<file path="config.mk">
export PLATFORM = sky130hd
export DESIGN_NAME = module_pipereg_skid
export DESIGN_NICKNAME = d
export VERILOG_FILES = /design/src/rtl/module_pipereg_skid.sv
export SDC_FILE = /design/constraint.sdc
export NUM_CORES = 1
export LEC_CHECK = 0
export BUFFER_PORTS_ARGS = -buffer_cell sky130_fd_sc_hd__buf_2
export CORE_MARGIN = 3
export CORE_UTILIZATION = 52
export CTS_CLUSTER_SIZE = 28
export DETAILED_ROUTE_END_ITERATION = 10
export GPL_ROUTABILITY_DRIVEN = 0
export PLACE_DENSITY = 0.9
export SLEW_MARGIN = 15
export SYNTH_ARGS = -nofsm -noshare
export SYNTH_HDL_FRONTEND = slang
export SYNTH_SLANG_ARGS = --single-unit
</file>
<file path="constraint.sdc">
create_clock -name clk_i -period 2 [get_ports clk_i]
set_clock_uncertainty 0.1 [all_clocks]
set_input_delay 0.2 -clock clk_i [delete_from_list [all_inputs] [get_ports clk_i]]
set_output_delay 0.2 -clock clk_i [all_outputs]
set_load 0.02 [all_outputs]
</file>
<file path="src/rtl/module_pipereg_skid.sv">
// Elastic valid/ready pipeline register with a two-entry skid buffer.
// Upstream ready comes straight from a flop; flush drops everything and presents a bubble.
module module_pipereg_skid #(
   parameter int          WIDTH     = 32,
   parameter logic [31:0] NOP_VALUE = 32'h0000_0013
) (
   input  logic             clk_i,
   input  logic             rst_i,
   input  logic             flush_i,
   input  logic             s_valid_i,
   output logic             s_ready_o,
   input  logic [WIDTH-1:0] s_data_i,
   output logic             m_valid_o,
   input  logic             m_ready_i,
   output logic [WIDTH-1:0] m_data_o,
   output logic [1:0]       occupancy_o
);

   // Bubble value fitted to the payload width: low bits kept, upper bits zero.
   function automatic logic [WIDTH-1:0] fit_nop();
      logic [WIDTH-1:0] v;
      v = '0;
      for (int i = 0; i < WIDTH && i < 32; i++) begin
         v[i] = NOP_VALUE[i];
      end
      return v;
   endfunction

   localparam logic [WIDTH-1:0] NOP_W = fit_nop();

   typedef enum logic [1:0] {
      ST_EMPTY = 2'd0,
      ST_ONE   = 2'd1,
      ST_TWO   = 2'd2
   } state_t;

   state_t           state_reg, state_next;
   logic [WIDTH-1:0] main_reg, main_next;
   logic [WIDTH-1:0] skid_reg, skid_next;
   logic             m_valid_reg;
   logic             s_ready_reg;
   logic             in_xfer;
   logic             out_xfer;

   assign in_xfer  = s_valid_i & s_ready_reg;
   assign out_xfer = m_valid_reg & m_ready_i;

   always_comb begin
      state_next = state_reg;
      main_next  = main_reg;
      skid_next  = skid_reg;
      if (flush_i) begin
         state_next = ST_EMPTY;
         main_next  = NOP_W;
         skid_next  = NOP_W;
      end else begin
         case (state_reg)
            ST_EMPTY: begin
               if (in_xfer) begin
                  state_next = ST_ONE;
                  main_next  = s_data_i;
               end
            end
            ST_ONE: begin
               if (in_xfer && out_xfer) begin
                  main_next = s_data_i;
               end else if (in_xfer) begin
                  state_next = ST_TWO;
                  skid_next  = s_data_i;
               end else if (out_xfer) begin
                  state_next = ST_EMPTY;
                  main_next  = NOP_W;
               end
            end
            ST_TWO: begin
               // Ready is low here, so only the drain side can move.
               if (out_xfer) begin
                  state_next = ST_ONE;
                  main_next  = skid_reg;
                  skid_next  = NOP_W;
               end
            end
            default: begin
               state_next = ST_EMPTY;
               main_next  = NOP_W;
               skid_next  = NOP_W;
            end
         endcase
      end
   end

   // Handshake outputs are registered from the next state so they match it exactly.
   always_ff @(posedge clk_i) begin
      if (rst_i) begin
         state_reg   <= ST_EMPTY;
         main_reg    <= NOP_W;
         skid_reg    <= NOP_W;
         m_valid_reg <= 1'b0;
         s_ready_reg <= 1'b1;
      end else begin
         state_reg   <= state_next;
         main_reg    <= main_next;
         skid_reg    <= skid_next;
         m_valid_reg <= (state_next != ST_EMPTY);
         s_ready_reg <= (state_next != ST_TWO);
      end
   end

   assign s_ready_o   = s_ready_reg;
   assign m_valid_o   = m_valid_reg;
   assign m_data_o    = main_reg;
   assign occupancy_o = state_reg;

endmodule

</file>
* Word level (Yosys, flattened, before mapping)
Cells that the tools add are included.
W data, S select, Z words.
** Word-level totals
- Flip-flop bits (word level) :: 68
- Word-level logic and storage cells :: 38
- Output and inout port bits :: 36
- Input port bits :: 37
** Operators by class
- Reduce and logical (&&, ||, !) cells :: 6
- Mux-type cells :: 15
- Equal/unequal tests :: 9
- Bitwise logic cells :: 3
** Operator list (number)
- $mux W32 :: 6
- $pmux W32 S3 :: 2
- $mux W2 :: 6
- $ne A2 B2 Y1 const B :: 5
- $reduce_and A4 Y1 :: 2
- $ne A3 B3 Y1 const B :: 2
- $pmux W2 S3 :: 1
- $and A1 B1 Y1 :: 2
- $eq A2 B1 Y1 const B :: 1
- $eq A2 B2 Y1 const B :: 1
- $logic_not A2 Y1 :: 1
- $reduce_bool A2 Y1 :: 1
- $reduce_or A2 Y1 :: 1
- $logic_and A1 B1 Y1 :: 1
- $not A1 Y1 :: 1

* Logic depth before layout (Yosys ltp)
- Depth in word-level cells :: 7
- Mapped depth :: 7
- Mapped depth without buffers :: 4

* Worst setup path before layout
Ideal clock, no wire load.
- Path type :: reg2reg
- Start :: register state_reg[0], in the netlist occupancy_o[0]
- End :: register main_reg[13], in the netlist m_data_o[13]
- Cell stages (with the launch flop) :: 7
- Slack :: 0.433 ns
- Data required time :: 1.770 ns
- Arrival :: 1.337 ns
- Buffers on the path :: 2
- Library setup time :: 0.130 ns
- Period minus slack after synthesis :: 1.567 ns
- Path through :: dfxtp_1 -> and2b_1 -> and2_1 -> buf_2 -> buf_2 -> a32oi_1 -> o21ai_0
** Between the ends
- Word-level cells in the longest chain between the ends :: 3
- Elaborated cells between the ends (all ways) :: 9
- Those cells by class :: 6 x eq/ne; 1 x mux; 2 x reduce/logical
** Ends and longest elaborated chain
- start: declaration :: line 37 : state_t state_reg, state_next;
- start signal: assignment :: line 101 : state_reg <= state_next;
- $eq A2 B1 Y1 (tied with other cells) :: line 57 : case (state_reg)
- $ne A3 B3 Y1 (no source line) or $ne A2 B2 Y1 (tied branches)
- $reduce_and A4 Y1 (no source line)
- end signal: assignment :: line 102 : main_reg <= main_next;
- end: declaration :: line 38 : logic [WIDTH-1:0] main_reg, main_next;
Several ways; a longest one is shown, not always the timed one.
A chain may end at the register's enable or synchronous reset.

* Worst setup path in the final report
- Start :: register s_ready_reg, in the netlist s_ready_o
- End :: register skid_reg[13]
** Between the ends
- Word-level cells in the longest chain between the ends :: 4
- Elaborated cells between the ends (all ways) :: 5
- Those cells by class :: 2 x eq/ne; 1 x bitwise; 2 x reduce/logical
** Ends and longest elaborated chain
- start: declaration :: line 41 : logic s_ready_reg;
- start signal: assignment :: line 105 : s_ready_reg <= (state_next != ST_TWO);
- $and A1 B1 Y1 * :: line 45 : assign in_xfer = s_valid_i & s_ready_reg;
- $logic_and A1 B1 Y1 :: line 65 : if (in_xfer && out_xfer) begin
- $ne A2 B2 Y1 (no source line)
- $reduce_and A4 Y1 (no source line) *
- end signal: assignment :: line 103 : skid_reg <= skid_next;
- end: declaration :: line 39 : logic [WIDTH-1:0] skid_reg, skid_next;
Every way passes the cells marked *; elsewhere a longest branch is shown, timed or not.

==> impl_metrics.yaml <==
timing:
  slew_violations: 0
  hold_violations: 0
  setup_viol: 0
  layout_setup_ws_ns: 0.2002
  fin_tns_setup_ns: 0
  slew_headroom_pct: 73.20
  grt_setup_unrepaired: "false"
  tightest_slew_ns: 0.4014
  period_minus_slack_ns: 1.800
  period_share_pct: 89.99
  fmax_ghz: 0.5556
worst_setup_path:
  rrSetupSlack_ns: 0.20
  endpoint_kind: "flip-flop"
  cp-startpoint: "s_ready_o$_SDFF_PP1_"
  max_stage_delay_ns: 0.42
  start_kind: "flip-flop"
  slowest_stage: "o22a_2"
  crit_chain: "nand2_1 > nor2_1 > o22a_2 > buf_12 > mux2i_1"
  r2r-start: "s_ready_o$_SDFF_PP1_"
  crit_required_ns: 2.16
  path_class: "flip-flop to flip-flop"
  cp_max_fo: 13
  worst-endpoint-arrival_ns: 1.96
power_and_ir_drop:
  intPower_mw: 2.405
  pwr-share-seq_pct: 44.6
  power_mw: 3.133
  max-vdd-ir-drop_mv: 0.7207
  p_leak_nw: 1.401
  powerDensity_mw_per_mm2: 867.7
  pwr-share-clk_pct: 45.6
  p_sw_mw: 0.7280
  p_comb_share_pct: 9.8
  swShare_pct: 23.24
routing:
  wirelength_um: 7094
  drt_iter0_drc: 142
  route.detailed.drc: 0
  drt_pass1_iterations: 4
  vias: 2663
  routedWlPerCell_um: 15.06
  ant_nets: 0
  viasPerCell: 5.654
synthesis:
  synthAdderAreaFrac_pct: 0
  synth_nets: 359
  synth_top_area_share_pct: 47.32
  ys_warn_count: 0
  ys_types: 32
  synth_top_family_by_area: "compound AO/OA/AOI/OAI gates"
  synthMuxAreaShare_pct: 11.14
  ys_ff_latch: 68
  synth-compound-area-share_pct: 18.36
  netlist_instances: 322
  synth_area_mm2: 0.002877
  synth_area_leaders: "dfxtp_1 47%, nand2_1 12%, mux2i_1 11%"
  synth.avg_cell_area_um2: 8.933
  synth_top_cell_by_area: "dfxtp_1"
  yosys.area_share.simple_pct: 16.31
  synth_xor_area_share_pct: 0.3045
  ys_seq_area_share_pct: 47.32
placed_design:
  dp_worst_setup_slack_ns: 0.2390
  port_buffers: 72
  hpwlAfterDp_um: 4768
cells_and_area:
  n_antenna_cell: 0
  final_common_cell: "nand2_1"
  drive_gt1_share_pct: 27.18
  mostFrequentLayoutCells: "93 x nand2_1, 72 x buf_2, 68 x dfxtp_1"
  nets: 433
  syn_to_final_growth_pct: 25.53
global_routing:
  grt_pass1_wl_um: 11900
  grt_start_max_net_pins: 36
  grt_overflow: 0
  grt_usage_pct: 24.04
  antenna_found_initial: 0
  grt_pass1_vias: 2641
clock_tree:
  cts.sink_count: 68
  tritoncts: "yes"
  htreeDepth: 3
  cts_buffers: 9
  clock-root-buffer: "clkbuf_8"
  clockBufferDepth: 2
  postCtsSetupRepairBufs: 0
  clk_pin_slew_ns: 0.07
  clk_latency_ns: 0.34
floorplan:
  start_util_pct: 54.92
  die-area_mm2: 0.006460
  ios: 73
  row_count: 26
  die_w_um: 80.38
  die_h_um: 80.38
  core_mm2: 0.005238
flow_run:
  drv_cap: 0
run_status:
  status: "completed"
min_path:
  hold_path_class: "primary input to flip-flop"
  worstHoldStart: "s_data_i[27]"
-- critical path: cells and delay by family, from the launching register on --
kind / cells / cell delay (ns)
multiplexers: 1 / 0.20
AND/OR/NAND/NOR: 2 / 0.38
buffers and inverters: 1 / 0.21
flip-flops: 1 / 0.40
AO/OA/AOI/OAI: 1 / 0.42
-- per-layer routing --
metal | GRT usage, % | part of all wire (%) | up-vias | wire, µm
li1 | - | - | 1284 | -
met1 | 26.19 | 42 | 1283 | 2981
met2 | 43.05 | 51 | 90 | 3605
met3 | 7.960 | 6.2 | 6 | 441
met4 | 8.784 | 0.92 | 0 | 65
met5 | 0 | 0 | - | 0
-- cell families after synthesis --
group           Yosys count
simple gates            115
compound gates           76
flops                    68
mux                      32
buf+inv                  30
xor+xnor                  1
-- cell type report --
class	instances	area (µm²)
Sequential cell	68	1361
Tap cell	70	87.58
Inverter	1	3.754
Timing Repair Buffer	92	563.0
Clock buffer	11	151.4
Multi-Input combinational cell	224	1338
Fill cell	426	1627
Clock inverter	5	106.4
-- timing repair --
item                                   4_1_cts  5_1_grt
gates resized for setup                      0        0
endpoints found under the hold margin        4        2
hold buffers                                 4        2
-- path summary, 6_finish.rpt --
check	cells past startpoint	to
worst max-delay path	5	skid_reg[13]$_SDFFE_PP0P_
worst min-delay path	3	skid_reg[27]$_SDFFE_PP0P_
worst max register to register	5	skid_reg[13]$_SDFFE_PP0P_
worst min register to register	2	m_data_o[7]$_SDFFE_PP0P_
-- synthesized netlist by cell type --
cell      number
a31oi_1        1
or2_2          1
and2_1         1
o21a_1         1
nor3_4         1
nand2_1       93
a22oi_1        2
buf_4          1
a21o_1         1
and2_2         1
o22a_1         3
nor3_1         2
o21ai_1       17
mux2i_1       32
o211ai_1       2
o21ai_0       13
nor2_1        10
buf_6          8
buf_2         10
dfxtp_1       68
or3_1          1
a211o_1        2
a32oi_1       28
a21oi_1        5
or2_1          1
xnor2_1        1
clkbuf_1      10
o22ai_2        1
and3_1         1
nand3_1        2
inv_1          1
and2b_1        1
-- power by group through the flow --
stage                     registers, mW  logic, mW  clock network [mW]
after global routing               1.40      0.333                1.52
final                              1.40      0.307                1.43
after CTS                          1.40      0.305                1.45
after global placement             1.43      0.290                   0
after detailed placement           1.43      0.296                   0
after floorplan                    1.46      0.155                   0
-- metrics by stage --
step / util (%) / hold WS, ns / instance area, µm² / cells
global placement: 62.88 / 0.3336 / 3293 / 449
detailed placement: 62.88 / 0.3385 / 3293 / 449
floorplan: - / 0.2421 / 2877 / 322
global route: 68.94 / 0.003586 / 3611 / 471
CTS: 68.56 / 0.001994 / 3591 / 469
finish: 68.94 / 0.01304 / 3611 / 471
Power figures use the tool's default switching activity.
